**config.mk**
```make
export PLATFORM = sky130hd
export DESIGN_NAME = ahb2apb_bridge_p
export DESIGN_NICKNAME = d
export VERILOG_FILES = /design/src/rtl/ahb2apb_pkg.sv /design/src/rtl/ahb2apb_decode.sv /design/src/rtl/ahb2apb_bridge_p.sv
export SDC_FILE = /design/constraint.sdc
export NUM_CORES = 1
export LEC_CHECK = 0
export BUFFER_PORTS_ARGS = -buffer_cell sky130_fd_sc_hd__buf_2
export CORE_ASPECT_RATIO = 1.4
export CORE_MARGIN = 8
export CORE_UTILIZATION = 46
export DETAILED_ROUTE_END_ITERATION = 12
export GPL_TIMING_DRIVEN = 1
export MAX_ROUTING_LAYER = met4
export PLACE_DENSITY_LB_ADDON = 0.08
export RECOVER_POWER = 50
export SLEW_MARGIN = 20
export SYNTH_ARGS = -nofsm -noshare
export SYNTH_HDL_FRONTEND = slang
export SYNTH_SLANG_ARGS = --single-unit
```
**constraint.sdc**
```tcl
create_clock -name Hclk -period 2.2 [get_ports Hclk]
set_input_delay 0.55 -clock Hclk [delete_from_list [all_inputs] [get_ports Hclk]]
set_output_delay 0.55 -clock Hclk [all_outputs]
set_load 0.05 [all_outputs]
```
**src/rtl/ahb2apb_pkg.sv**
```systemverilog
// Shared constants and helpers for the parametrised AHB-Lite to APB4 bridge.
package ahb2apb_pkg;

    localparam logic [1:0] HTRANS_IDLE   = 2'b00;
    localparam logic [1:0] HTRANS_BUSY   = 2'b01;
    localparam logic [1:0] HTRANS_NONSEQ = 2'b10;
    localparam logic [1:0] HTRANS_SEQ    = 2'b11;

    localparam logic [1:0] HRESP_OKAY  = 2'b00;
    localparam logic [1:0] HRESP_ERROR = 2'b01;

    localparam logic [2:0] HSIZE_BYTE  = 3'd0;
    localparam logic [2:0] HSIZE_HALF  = 3'd1;
    localparam logic [2:0] HSIZE_WORD  = 3'd2;
    localparam logic [2:0] HSIZE_DWORD = 3'd3;

    // Bridge state encoding
    localparam logic [2:0] ST_IDLE   = 3'd0;
    localparam logic [2:0] ST_WDATA  = 3'd1;
    localparam logic [2:0] ST_SETUP  = 3'd2;
    localparam logic [2:0] ST_ACCESS = 3'd3;
    localparam logic [2:0] ST_ERR1   = 3'd4;
    localparam logic [2:0] ST_ERR2   = 3'd5;

    // Byte strobes for a transfer of the given size at the given address
    // low bits; the caller keeps the lower dw/8 bits of the result.
    function automatic logic [7:0] strb_f(input logic [2:0] size,
                                          input logic [2:0] lsbs,
                                          input int unsigned dw);
        logic [2:0] off;
        logic [7:0] strb;
        off = lsbs & ((dw == 32'd64) ? 3'b111 : 3'b011);
        case (size)
            HSIZE_BYTE:  strb = 8'b0000_0001 << off;
            HSIZE_HALF:  strb = 8'b0000_0011 << {off[2:1], 1'b0};
            HSIZE_WORD:  strb = (dw == 32'd64) ? (8'b0000_1111 << {off[2], 2'b00})
                                               : 8'b0000_1111;
            HSIZE_DWORD: strb = 8'b1111_1111;
            default:     strb = 8'b0000_0000;
        endcase
        return strb;
    endfunction

endpackage

```
**src/rtl/ahb2apb_decode.sv**
```systemverilog
// Combinational slave decode: window hit, slave index, size and alignment check.
module ahb2apb_decode
    import ahb2apb_pkg::*;
#(
    parameter int             AW        = 32,
    parameter int             DW        = 32,
    parameter int             NSLV      = 3,
    parameter logic [AW-1:0]  BASE_ADDR = AW'(32'h8000_0000),
    parameter int             SLV_SHIFT = 12
) (
    input  logic [AW-1:0] haddr,
    input  logic [2:0]    hsize,
    output logic [2:0]    idx,
    output logic          legal
);

    // Largest size the data bus can carry in one beat
    localparam logic [2:0] MAX_SIZE = (DW == 64) ? HSIZE_DWORD : HSIZE_WORD;

    logic hit_s;
    logic size_ok_s;
    logic aligned_s;
    logic unused_s;

    assign idx       = haddr[SLV_SHIFT +: 3];
    assign hit_s     = (haddr[AW-1:SLV_SHIFT+3] == BASE_ADDR[AW-1:SLV_SHIFT+3])
                       && (32'(idx) < 32'(NSLV));
    assign size_ok_s = (hsize <= MAX_SIZE);
    assign legal     = hit_s & size_ok_s & aligned_s;
    assign unused_s  = ^haddr;

    // Address must be a multiple of the transfer size
    always_comb begin
        case (hsize)
            HSIZE_BYTE:  aligned_s = 1'b1;
            HSIZE_HALF:  aligned_s = (haddr[0] == 1'b0);
            HSIZE_WORD:  aligned_s = (haddr[1:0] == 2'b00);
            HSIZE_DWORD: aligned_s = (haddr[2:0] == 3'b000);
            default:     aligned_s = 1'b0;
        endcase
    end

endmodule

```
**src/rtl/ahb2apb_bridge_p.sv**
```systemverilog
// Parametrised AHB-Lite to APB4 bridge, one outstanding transfer at a time.
module ahb2apb_bridge_p
    import ahb2apb_pkg::*;
#(
    parameter int             AW        = 32,
    parameter int             DW        = 32,
    parameter int             NSLV      = 3,
    parameter logic [AW-1:0]  BASE_ADDR = AW'(32'h8000_0000),
    parameter int             SLV_SHIFT = 12,
    parameter int             TIMEOUT   = 255
) (
    input  logic              Hclk,
    input  logic              Hresetn,
    input  logic [1:0]        Htrans,
    input  logic              Hwrite,
    input  logic [2:0]        Hsize,
    input  logic [AW-1:0]     Haddr,
    input  logic [DW-1:0]     Hwdata,
    input  logic              Hreadyin,
    output logic              Hreadyout,
    output logic [1:0]        Hresp,
    output logic [DW-1:0]     Hrdata,
    output logic [NSLV-1:0]   Pselx,
    output logic              Penable,
    output logic              Pwrite,
    output logic [AW-1:0]     Paddr,
    output logic [DW-1:0]     Pwdata,
    output logic [DW/8-1:0]   Pstrb,
    input  logic              Pready,
    input  logic              Pslverr,
    input  logic [DW-1:0]     Prdata
);

    localparam int SW = DW / 8;
    localparam int CW = (TIMEOUT < 2) ? 1 : $clog2(TIMEOUT + 1);

    logic [2:0]      state_q,     state_d;
    logic [CW-1:0]   cnt_q,       cnt_d;
    logic [2:0]      idx_q,       idx_d;
    logic            hreadyout_q, hreadyout_d;
    logic [1:0]      hresp_q,     hresp_d;
    logic [DW-1:0]   hrdata_q,    hrdata_d;
    logic [NSLV-1:0] pselx_q,     pselx_d;
    logic            penable_q,   penable_d;
    logic            pwrite_q,    pwrite_d;
    logic [AW-1:0]   paddr_q,     paddr_d;
    logic [DW-1:0]   pwdata_q,    pwdata_d;
    logic [SW-1:0]   pstrb_q,     pstrb_d;

    logic            htrans_act_s;
    logic            accept_s;
    logic [2:0]      dec_idx_s;
    logic            dec_legal_s;
    logic [7:0]      strb8_s;
    logic [CW-1:0]   cnt_sat_s;
    logic            timeout_s;
    logic            unused_strb_s;

    ahb2apb_decode #(
        .AW        (AW),
        .DW        (DW),
        .NSLV      (NSLV),
        .BASE_ADDR (BASE_ADDR),
        .SLV_SHIFT (SLV_SHIFT)
    ) u_decode (
        .haddr (Haddr),
        .hsize (Hsize),
        .idx   (dec_idx_s),
        .legal (dec_legal_s)
    );

    // Only NONSEQ and SEQ start a transfer; IDLE and BUSY are ignored
    always_comb begin
        case (Htrans)
            HTRANS_NONSEQ, HTRANS_SEQ: htrans_act_s = 1'b1;
            HTRANS_IDLE, HTRANS_BUSY:  htrans_act_s = 1'b0;
            default:                   htrans_act_s = 1'b0;
        endcase
    end

    // Hreadyout is high only in IDLE and ERR2, so acceptance is limited to those
    assign accept_s      = Hreadyin & hreadyout_q & htrans_act_s;
    assign strb8_s       = strb_f(Hsize, Haddr[2:0], 32'(DW));
    assign unused_strb_s = ^strb8_s;
    assign cnt_sat_s     = (cnt_q == {CW{1'b1}}) ? cnt_q : cnt_q + CW'(1);
    assign timeout_s     = (TIMEOUT != 32'sd0) && ((32'(cnt_q) + 32'd1) >= 32'(TIMEOUT));

    // Next-state, APB control and registered AHB response computation
    always_comb begin
        state_d  = state_q;
        cnt_d    = cnt_q;
        idx_d    = idx_q;
        hrdata_d = hrdata_q;
        pwrite_d = pwrite_q;
        paddr_d  = paddr_q;
        pwdata_d = pwdata_q;
        pstrb_d  = pstrb_q;

        case (state_q)
            ST_IDLE, ST_ERR2: begin
                if (!accept_s) begin
                    state_d = ST_IDLE;
                end else if (!dec_legal_s) begin
                    state_d = ST_ERR1;
                end else if (Hwrite) begin
                    state_d = ST_WDATA;
                end else begin
                    state_d = ST_SETUP;
                end
            end
            ST_WDATA: begin
                state_d  = ST_SETUP;
                pwdata_d = Hwdata;
            end
            ST_SETUP: begin
                state_d = ST_ACCESS;
                cnt_d   = {CW{1'b0}};
            end
            ST_ACCESS: begin
                if (Pready && Pslverr) begin
                    state_d = ST_ERR1;
                end else if (Pready) begin
                    state_d = ST_IDLE;
                    if (!pwrite_q) begin
                        hrdata_d = Prdata;
                    end else begin
                        hrdata_d = hrdata_q;
                    end
                end else if (timeout_s) begin
                    state_d = ST_ERR1;
                end else begin
                    state_d = ST_ACCESS;
                    cnt_d   = cnt_sat_s;
                end
            end
            ST_ERR1: state_d = ST_ERR2;
            default: state_d = ST_IDLE;
        endcase

        // Address-phase attributes are captured on every accepted transfer
        if (accept_s) begin
            idx_d    = dec_idx_s;
            paddr_d  = Haddr;
            pwrite_d = Hwrite;
            pstrb_d  = Hwrite ? strb8_s[SW-1:0] : {SW{1'b0}};
        end else begin
            idx_d    = idx_q;
        end

        hreadyout_d = (state_d == ST_IDLE) || (state_d == ST_ERR2);
        hresp_d     = ((state_d == ST_ERR1) || (state_d == ST_ERR2)) ? HRESP_ERROR : HRESP_OKAY;
        penable_d   = (state_d == ST_ACCESS);
        for (int i = 0; i < NSLV; i++) begin
            pselx_d[i] = ((state_d == ST_SETUP) || (state_d == ST_ACCESS)) && (idx_d == 3'(i));
        end
    end

    // State and output registers with synchronous active-low reset
    always_ff @(posedge Hclk) begin
        if (!Hresetn) begin
            state_q     <= ST_IDLE;
            cnt_q       <= {CW{1'b0}};
            idx_q       <= 3'd0;
            hreadyout_q <= 1'b1;
            hresp_q     <= HRESP_OKAY;
            hrdata_q    <= {DW{1'b0}};
            pselx_q     <= {NSLV{1'b0}};
            penable_q   <= 1'b0;
            pwrite_q    <= 1'b0;
            paddr_q     <= {AW{1'b0}};
            pwdata_q    <= {DW{1'b0}};
            pstrb_q     <= {SW{1'b0}};
        end else begin
            state_q     <= state_d;
            cnt_q       <= cnt_d;
            idx_q       <= idx_d;
            hreadyout_q <= hreadyout_d;
            hresp_q     <= hresp_d;
            hrdata_q    <= hrdata_d;
            pselx_q     <= pselx_d;
            penable_q   <= penable_d;
            pwrite_q    <= pwrite_d;
            paddr_q     <= paddr_d;
            pwdata_q    <= pwdata_d;
            pstrb_q     <= pstrb_d;
        end
    end

    assign Hreadyout = hreadyout_q;
    assign Hresp     = hresp_q;
    assign Hrdata    = hrdata_q;
    assign Pselx     = pselx_q;
    assign Penable   = penable_q;
    assign Pwrite    = pwrite_q;
    assign Paddr     = paddr_q;
    assign Pwdata    = pwdata_q;
    assign Pstrb     = pstrb_q;

endmodule

```
After elaboration in Yosys (flattened, before gate mapping)
Index checks and enable logic that the tools add are counted.
Widths: inputs -> output; s select.
Word-level totals
  word-level logic and storage cells: 88
  output and inout port bits: 108
  bits in registers: 122
Operators by class
  equal/unequal tests: 23
  add/sub/neg operators: 2
  shifts and indexed selects: 2
  mux-type cells: 18
  bitwise logic cells: 7
  $lt $le $gt $ge: 3
  reduce and logical (&&, ||, !) cells: 21
Operators by type and width (number)
  $mux 8: 4
  $eq 3x2->1 const B: 7
  $mux 3: 6
  $eq 17x17->1 const B: 1
  $pmux 4 s4: 1
  $pmux 8 s2: 1
  $logic_not 3->1: 5
  $pmux 3 s5: 1
  $eq 3x3->1 const B: 4
  $add 8x1->9 const B: 1
  $eq 3x1->1 const B: 3
  $ge 9x8->1 const B: 1
  $add 8x1->8 const B: 1
  $eq 8x8->1 const B: 1
  $ne 2x2->1 const B: 4
  $reduce_or 2->1: 3
  $logic_and 1x1->1: 5
  $reduce_and 5->1: 1
  $and 1x1->1: 4
  $eq 2x2->1 const B: 2
  $logic_not 2->1: 2
  $mux 4: 1
  $pmux 1 s4: 1
  $reduce_and 4->1: 1
  other kinds (11): 15

Logic depth before layout (Yosys ltp)
Gate-level depths: netlist of the first run.
  word-level depth: 10
  gate-level depth with buffers: 9

Cells and area by module
A second synthesis of the first run with hierarchy kept.
Unflattened totals
  cells, all modules: 596
  area total of the unflattened synthesis: 4749.6 um2
By module, submodules not included
  ahb2apb_bridge_p: times used 1, cells each 583, area each 4650.7 um2, seq. area each 2422.3 um2
  ahb2apb_decode: times used 1, cells each 13, area each 98.8 um2, seq. area each 0.0 um2

Least setup slack after synthesis of the first run
Ideal clock, no wire load.
  path type: register -> register
  start: register hreadyout_q, in the netlist Hreadyout
  end: register hreadyout_q, in the netlist Hreadyout
  stages on the path, launching flop included: 8
  library setup time: 86 ps
  slack: 194 ps
  path buffers: 1
  required time: 2114 ps
  arrival: 1921 ps
  clock period less this slack: 2006 ps
  cell sequence: dfxtp_1 and3_1 clkbuf_1 nand2_1 o31a_1 nand4bb_1 o311a_1 a211oi_1
Between the ends
  longest elaborated chain between the ends: 6
  elaborated cells between the ends (all ways): 7
RTL lines
  start, declared: RTL line ahb2apb_bridge_p.sv:40  | logic hreadyout_q, hreadyout_d;
  start signal, assigned: RTL line ahb2apb_bridge_p.sv:177  | hreadyout_q <= hreadyout_d;
  $and 1x1->1 (*) (2 in series): RTL line ahb2apb_bridge_p.sv:82  | assign accept_s = Hreadyin & hreadyout_q & htrans_act_s;
  $mux 3 (*): RTL line ahb2apb_bridge_p.sv:101  | if (!accept_s) begin
  $pmux 3 s5 (*): RTL line ahb2apb_bridge_p.sv:99  | case (state_q)
  $eq 3x3->1 or $logic_not 3->1 (tied branches): RTL line ahb2apb_bridge_p.sv:150  | hreadyout_d = (state_d == ST_IDLE) || (state_d == ST_ERR2);
  $logic_or 1x1->1 (*): RTL line ahb2apb_bridge_p.sv:150
Every way passes the cells marked *; elsewhere a longest branch is shown, timed or not.
A chain may end at the register's enable or synchronous reset.

Worst setup path after layout of the first run
  start: register cnt_q[0]
  end: register hreadyout_q, in the netlist Hreadyout
Between the ends
  longest elaborated chain between the ends: 8
  elaborated cells between the ends (all ways): 9
RTL lines
  start, declared: RTL line ahb2apb_bridge_p.sv:38  | logic [CW-1:0] cnt_q, cnt_d;
  start signal, assigned: RTL line ahb2apb_bridge_p.sv:162  | cnt_q <= {CW{1'b0}};
  start signal, assigned: RTL line ahb2apb_bridge_p.sv:175  | cnt_q <= cnt_d;
  $add 8x1->9 (*): RTL line ahb2apb_bridge_p.sv:86  | assign timeout_s = (TIMEOUT != 32'sd0) && ((32'(cnt_q) + 32'd1) >= 32'(TIMEOUT));
  $ge 9x8->1 (*): RTL line ahb2apb_bridge_p.sv:86
  $mux 3 (*): RTL line ahb2apb_bridge_p.sv:129  | end else if (timeout_s) begin
  $mux 3 (*): RTL line ahb2apb_bridge_p.sv:122  | end else if (Pready) begin
  $mux 3 (*): RTL line ahb2apb_bridge_p.sv:120  | if (Pready && Pslverr) begin
  $pmux 3 s5 (*): RTL line ahb2apb_bridge_p.sv:99
  $eq 3x3->1 or $logic_not 3->1 (tied branches): RTL line ahb2apb_bridge_p.sv:150
  $logic_or 1x1->1 (*): RTL line ahb2apb_bridge_p.sv:150
Marked as above.

==> impl_metrics.toml, run 1 <==
[place]
dpl-instance-area_um2 = 5790
place_congestion = 0.848
place.port_buffers = 212
dp_slack_ns = -0.0294
hpwl_mm = 10.1

[floorplan]
coreArea_um2 = 9790
dieWidth_um = 100
die_h_um = 134
num_io_pins = 215
design.die.area_um2 = 13400
start_util = 0.465
rows = 43

[timing]
final.setup.worst_slack_ns = 0.148
rsz0062_at_grt = "false"
slew_viol_final = 0
whs_ns = 0.383
fin_crit_ns = 2.05
min_period_over_period = 0.933
final_hold_viol_count = 0
max_slew_margin = 0.480
max_freq_mhz = 487
fin_skew_ns = 0.00705
worst_pin_slew_ns = 0.780
setup_violations = 0
fin_setup_tns_ns = 0

[detailed_routing]
first_pass_iters = 5
viasPerCell = 5.00
final_antenna_net_count = 0
drc_errors = 0
via_count = 4663
wl_per_cell_um = 14.7
drt_iter0_markers = 225
finalWirelength_mm = 13.7

[global_route]
grt.total_usage = 0.208
grt_pass1_vias = 4525
busiest_layer = "met2"
overflow = 0
antenna_found_initial = 0
grt_pass1_wl_mm = 21.7
met3_usage = 0.0757
grt_use_met1 = 0.219
grt_use_met2 = 0.349
grt_max_degree = 54

[clock_network]
cts_made_buffers = 17
hold_buffers = 0
clock_sinks = 121
path_clk_slew_ns = 0.06
cts.htree.levels = 4
cts_buffer_depth = 2
clock-root-buffer = "clkbuf_16"
clock_latency_ns = 0.40
cts_tree = "yes"
postCtsSetupBuffers = 0

[hold_path]
hold_path.class = "primary input to flip-flop"

[synthesis]
ys_seq_area_frac = 0.531
ys_seq_elements = 121
synthTopCellsByArea = "dfxtp_1, nand2_1, a21oi_1, clkbuf_1, nor2_1"
async_reset_ff_frac = 0
synth_top_area_cell = "dfxtp_1"
yosys.area.top_type_share = 0.531
syn_area_per_cell_um2 = 7.94
yosysWarnings = 0
synthCells = 574
synthFlopType = "dfxtp_1"
synth_edf_count = 0
synthesis.area_um2 = 4560
syn_nets = 683
yosysUniqueCellTypes = 50

[critical_path]
worstPathMaxFanout = 11
cp.required_ns = 2.51
arrival_ns = 2.36
critPathKind = "flip-flop to flip-flop"
start_kind = "flip-flop"
setup.worst_path.end_class = "flip-flop"

[layout]
drive_gt1_frac = 0.246
diodes = 0
nets = 894
synthToLayoutAreaGrowth_pct = 37.7
mostFrequentLayoutCell = "nand2_1"
layout_common_cells = "nand2_1, buf_2, dfxtp_1, a21oi_1, clkbuf_1"
register_area_um2 = 2420
multi_input_area_um2 = 1980
design_area_um2 = 6280
fillers = 921

[pwr]
vdd_drop_max_v = 0.000790
p_total_mw = 6.05
power_density_nw_per_um2 = 964
power_leakage_nw = 2.50

[run]
maxCapViolations = 0

[run_status]
outcome = "finished clean"
final timing paths:
path	slack, ns	end	startpoint	depth (start not counted)
worst max-delay path	0.15	Hreadyout	cnt_q[0]	8
worst min-delay path	0.38	Paddr[11]	Haddr[11]	3
worst max register to register	0.15	Hreadyout	cnt_q[0]	8
worst min register to register	0.45	Pstrb[0]	Pstrb[0]	2
per-stage QoR:
| step | util | cells |
|---|---|---|
| 4_1_cts | 0.652 | 933 |
| 3_5_place_dp | 0.591 | 901 |
| 2_1_floorplan | - | 574 |
| 3_3_place_gp | 0.591 | 901 |
| 5_1_grt | 0.641 | 933 |
| 6_report | 0.641 | 933 |
cell usage after synthesis, types with 2 or more instances:
library cell	n
ha_1	2
nor3_1	9
o21a_1	2
a21oi_1	112
nor2b_1	2
nor3b_1	4
and3_1	2
buf_2	3
nand2b_1	2
dfxtp_1	121
inv_1	2
buf_4	2
xor2_1	2
o21ai_1	8
nand2_1	204
or3_1	3
nand3_1	4
clkbuf_1	28
buf_1	3
a21o_1	2
nor2_1	15
o211ai_1	3
inv_2	2
nor4_1	4
and4_1	2
nand3b_1	6
a211oi_1	2
logic make-up (layout without fill, tap and decap cells):
kind of cell,Yosys count,in the layout,share of synthesized area
buf+inv,41,265,0.0379
other cells,1,1,0.000823
xor+xnor,2,2,0.00384
fa+ha+maj,2,2,0.00549
flops,121,121,0.531
simple gates,265,265,0.248
compound gates,142,142,0.172
layout make-up:
| type | instances | area share |
|---|---|---|
| clock buffer | 21 | 0.0749 |
| clock inverter | 11 | 0.0193 |
| inverter | 4 | 0.00259 |
| multi-input combinational | 412 | 0.315 |
| sequential | 121 | 0.386 |
| tap | 135 | 0.0269 |
| timing repair buffer | 229 | 0.175 |
power breakdown:
part	leakage, nW	total, mW	switching (mW)	internal [mW]
registers	0.981	2.38	0.0673	2.31
clock network	0.277	2.71	0.959	1.75
logic	1.24	0.965	0.705	0.261
flip-flops by register name (all words and copies together) (netlist names), 3 cells and up:
register / flops
Paddr: 32
idx_q: 3
Hrdata: 32
Pwdata: 32
cnt_q: 8
Pselx: 3
state_q: 3
Pstrb: 4
critical path: stages, from the launching register on:
cell      delay [ns]
dfxtp_2         0.34
ha_1            0.25
and3_4          0.21
a21oi_1         0.13
o21ai_1         0.08
buf_4           0.18
and3b_1         0.21
o311a_1         0.35
a211oi_1        0.22
per-layer routing:
metal  part of all wire  routed length, um  vias to the layer above
met4              0.015                206                        0
met3              0.087               1190                       14
li1                   -                  -                     2338
met2               0.50               6830                      173
met1               0.40               5500                     2138
met5                  0                  0                        -
timing repair:
action | 4_1_cts | 5_1_grt
endpoints found under the setup margin | 0 | 8
gates resized for setup | 0 | 2
endpoints found under the hold margin | 0 | 0
Note: power is estimated with default switching activity, not from simulation.
==> run 2: changes to the inputs <==
- CORE_UTILIZATION: 46 -> 50
- clock period: 2.2 -> 2.4 ns (I/O delays scaled with it)
==> impl_metrics.toml, run 2 (synthesized netlist as in run 1, its figures left out) <==
[timing]
setup_violations = 0
fin_setup_tns_ns = 0
min_period_over_period = 0.877
max_freq_mhz = 475
worst_pin_slew_ns = 0.684
slew_viol_final = 0
rsz0062_at_grt = "false"
final_hold_viol_count = 0
fin_skew_ns = 0.00632
max_slew_margin = 0.546
fin_crit_ns = 2.11

[layout]
drive_gt1_frac = 0.267
register_area_um2 = 2420
layout_common_cells = "nand2_1, buf_2, dfxtp_1, a21oi_1, clkbuf_1"
multi_input_area_um2 = 1970
mostFrequentLayoutCell = "nand2_1"
stdcell_count = 897
synthToLayoutAreaGrowth_pct = 36.0
nets = 887
fillers = 793

[place]
hpwl_mm = 10.2
place.port_buffers = 212
place_inst = 866
place_congestion = 0.857

[clock_network]
cts_tree = "yes"
postCtsSetupBuffers = 0
clock_latency_ns = 0.40
cts_made_buffers = 17
clock_sinks = 121
cts.htree.levels = 4
postCtsResizedCells = 0
hold_buffers = 0
clock-root-buffer = "clkbuf_16"
cts_buffer_depth = 2
path_clk_slew_ns = 0.05

[floorplan]
coreArea_um2 = 8930
design.die.area_um2 = 12500
num_io_pins = 215
die_h_um = 129
rows = 41
start_util = 0.511
dieWidth_um = 96.7

[hold_path]
min-delay-start = "Haddr[11]"
hold_path.class = "primary input to flip-flop"
whs_endpoint = "Paddr[11]"
min_path_cells = 3

[critical_path]
worstPathMaxFanout = 11
cpMaxStageDelayCell = "dfxtp_1"
cp_cell_sequence = "inv_1, ha_1, nor2_1, o211ai_1, o21ai_1, buf_4, a211oi_2, o211ai_1, a21oi_1"
worstRegToRegCells = 9
critPathKind = "flip-flop to flip-flop"
cp.required_ns = 2.73
r2r_setup_slack_ns = 0.29
cpLargestDelayFamily = "compound AO/OA/AOI/OAI gates"
crit_path_max_incr_delay_ns = 0.41
reg2reg_to = "Pselx[1]"
cp-startpoint = "cnt_q[0]"
arrival_ns = 2.44
r2r_start = "cnt_q[0]"
start_kind = "flip-flop"
crit_buf_inv = 2
cpMostUsedCell = "o211ai_1"
setup.worst_path.end_class = "flip-flop"

[global_route]
grt.total_usage = 0.221
grt_pass1_wl_mm = 21.9
grt_pass1_vias = 4603
antenna_found_initial = 1
grt_max_degree = 68
overflow = 0

[pwr]
power_leakage_nw = 2.58
vdd_drop_max_v = 0.000647
power_density_nw_per_um2 = 883

[run_status]
outcome = "finished clean"

[detailed_routing]
final_antenna_net_count = 0
first_pass_iters = 6
wl_per_cell_um = 15.5
finalWirelength_mm = 13.9
viasPerCell = 5.19
drt_iter0_markers = 236
via_count = 4651
drc_errors = 0

[run]
maxCapViolations = 0
[run 2: cell types whose count changed in the layout (fill, tap and decap cells not counted), sizes merged]
cell,change
clkbuf,-25
buf,+19
diode,+1
clkinvlp,-4
clkinv,+1
[run 2: power by group]
group          internal [mW]  switching, mW  total [mW]  leakage (nW)
logic                  0.227          0.644       0.871          1.32
clock network           1.59          0.831        2.42         0.282
registers               2.12         0.0632        2.18         0.980
[run 2: final cells by class]
| cell class | count | area share |
|---|---|---|
| multi-input combinational | 412 | 0.318 |
| tap | 107 | 0.0216 |
| antenna | 1 | 0.000404 |
| sequential | 121 | 0.391 |
| clock inverter | 8 | 0.0155 |
| clock buffer | 22 | 0.0765 |
| timing repair buffer | 222 | 0.175 |
| inverter | 4 | 0.00262 |
[run 2: per-layer routing]
metal / wire, um / track usage / vias to the layer above
met5: 0 / - / -
met1: 5530 / 0.234 / 2078
met2: 6810 / 0.359 / 218
met4: 314 / 0.0954 / 0
met3: 1210 / 0.0853 / 27
li1: - / - / 2328
[run 2: metrics by stage]
| step | setup WS (ns) | utilization | power [mW] | instance area (um^2) | hold WS [ns] |
|---|---|---|---|---|---|
| finish | 0.294 | 0.694 | 5.47 | 6200 | 0.430 |
| global placement | 0.163 | 0.638 | 3.08 | 5690 | 0.438 |
| detailed placement | 0.0743 | 0.638 | 3.10 | 5690 | 0.443 |
| floorplan | 0.394 | - | 2.82 | 4560 | 0.432 |
| CTS | 0.301 | 0.701 | 5.52 | 6260 | 0.419 |
| global route | 0.126 | 0.694 | 5.68 | 6200 | 0.417 |
[run 2: how the worst max path moves through the flow]
stage / end / slack, ns / cells past startpoint
floorplan: Hreadyout / 0.39 / 7
global placement: Hreadyout / 0.16 / 7
detailed placement: Hreadyout / 0.07 / 7
CTS: Pselx[1] / 0.30 / 9
global route: Pselx[2] / 0.13 / 9
finish: Pselx[1] / 0.29 / 9
[run 2: worst reg2reg max path: cells and delay by family, from the launching register on]
family          cells  cell delay (ns)
compound gates      5             1.04
flops               1             0.41
fa+ha+maj           1             0.30
buf+inv             2             0.25
simple gates        1             0.04
==> run 3: changes to the inputs <==
==> constraint.sdc (replaced) <==
create_clock -name Hclk -period 2.4 [get_ports Hclk]
set_input_delay 0.48 -clock Hclk [delete_from_list [all_inputs] [get_ports Hclk]]
set_output_delay 0.48 -clock Hclk [all_outputs]
set_load 0.05 [all_outputs]
==> impl_metrics.toml, run 3 (synthesized netlist as in run 1, its figures left out) <==
[layout]
stdcell_count = 896
layout_common_cells = "nand2_1, buf_2, dfxtp_1, a21oi_1, clkbuf_1"
nets = 887
mostFrequentLayoutCell = "nand2_1"
diodes = 0
synthToLayoutAreaGrowth_pct = 36.1
design_area_um2 = 6200
drive_gt1_frac = 0.224

[timing]
fin_crit_ns = 2.15
worst_pin_slew_ns = 1.11
min_period_over_period = 0.895
rsz0062_at_grt = "false"
fin_setup_tns_ns = 0
setup_violations = 0
final.setup.worst_slack_ns = 0.252
fin_skew_ns = 0.0117
max_freq_mhz = 466
whs_ns = 0.306
max_slew_margin = 0.260
final_hold_viol_count = 0
slew_viol_final = 0

[critical_path]
cp-startpoint = "cnt_q[0]"
arrival_ns = 2.43
r2r_setup_slack_ns = 0.25
cp.required_ns = 2.68
r2r_start = "cnt_q[0]"
cpMaxStageDelayCell = "o21ai_1"
cpLargestDelayFamily = "compound AO/OA/AOI/OAI gates"
cp_cell_sequence = "inv_1, ha_1, nor2_1, o211ai_1, o21ai_1, a211oi_2, o211ai_1, nor2_1"
reg2reg_to = "Pselx[0]"
worstRegToRegCells = 8
start_kind = "flip-flop"
setup.worst_path.end_class = "flip-flop"
crit_buf_inv = 1
cp.depth = 8
critPathKind = "flip-flop to flip-flop"
crit_path_max_incr_delay_ns = 0.41
worstSetupEndpoint = "Pselx[0]"
worstPathMaxFanout = 7

[detailed_routing]
drt_iter0_markers = 169
finalWirelength_mm = 13.8
final_antenna_net_count = 0
wl_per_cell_um = 15.4
drc_errors = 0
viasPerCell = 5.16
via_count = 4623
first_pass_iters = 5

[global_route]
overflow = 0
grt.total_usage = 0.224
grt_use_met2 = 0.364
grt_pass1_wl_mm = 22.3
grt_use_met1 = 0.250
antenna_found_initial = 0
met3_usage = 0.0783
busiest_layer = "met2"
grt_max_degree = 62
grt_pass1_vias = 4613

[pwr]
power_density_nw_per_um2 = 916
vdd_drop_max_v = 0.000649
power_leakage_nw = 2.46

[hold_path]
hold_path.class = "primary input to flip-flop"

[clock_network]
cts.htree.levels = 4
clock-root-buffer = "clkbuf_16"
postCtsSetupBuffers = 0
postCtsResizedCells = 0
hold_buffers = 0
clock_latency_ns = 0.40
cts_buffer_depth = 2
path_clk_slew_ns = 0.05
clock_sinks = 121
cts_tree = "yes"
cts_made_buffers = 17

[floorplan]
dieWidth_um = 96.7
num_io_pins = 215
die_h_um = 129
coreArea_um2 = 8930
start_util = 0.511
design.die.area_um2 = 12500
rows = 41

[place]
place.port_buffers = 212
place_inst = 866
hpwl_mm = 10.2
place_congestion = 0.883
dpl-instance-area_um2 = 5690
dp_slack_ns = 0.217

[run_status]
outcome = "finished clean"

[run]
maxCapViolations = 0
[run 3: cell types whose count changed in the layout (fill, tap and decap cells not counted), sizes merged]
cell	change
clkinv	-1
clkinvlp	-1
buf	-32
diode	-1
bufinv	+2
clkbuf	+32
[run 3: layer usage]
| layer | share of wire | vias up |
|---|---|---|
| li1 | - | 2327 |
| met1 | 0.41 | 2083 |
| met2 | 0.50 | 201 |
| met3 | 0.077 | 12 |
| met4 | 0.011 | 0 |
| met5 | 0 | - |
[run 3: layout make-up]
type / count / area [um^2]
Timing Repair Buffer: 222 / 1040
Tap cell: 107 / 134
Inverter: 4 / 16.3
Multi-Input combinational cell: 412 / 1970
Sequential cell: 121 / 2420
Clock buffer: 22 / 474
Clock inverter: 8 / 144
Fill cell: 813 / 2720
[run 3: worst min path at each step]
stage	from	end	slack, ns	cells after the start
after global placement	Pstrb[3]	Pstrb[3]	0.44	2
after detailed placement	Pwdata[4]	Pwdata[4]	0.44	2
after CTS	Haddr[11]	Paddr[11]	0.30	3
after floorplan	cnt_q[7]	cnt_q[7]	0.43	1
final	Haddr[11]	Paddr[11]	0.31	3
after global routing	Haddr[11]	Paddr[11]	0.31	3
[run 3: through the flow]
step / total power [mW] / utilization
final: 5.69 / 0.695
after global routing: 5.90 / 0.695
after CTS: 5.74 / 0.707
after detailed placement: 3.10 / 0.638
after global placement: 3.08 / 0.638
after floorplan: 2.82 / -
[run 3: power breakdown]
group,total (mW),switching (mW),internal [mW],leakage [nW]
Combinational,0.866,0.643,0.223,1.17
Clock,2.64,0.837,1.80,0.306
Sequential,2.18,0.0630,2.12,0.980
[run 3: worst reg2reg max path, delay by kind of cell (launching register included)]
family                   cells  cell delay [ns]
AND/OR/NAND/NOR              2             0.20
buffers and inverters        1             0.06
adder cells (fa/ha/maj)      1             0.30
AO/OA/AOI/OAI                4             1.05
flip-flops                   1             0.40
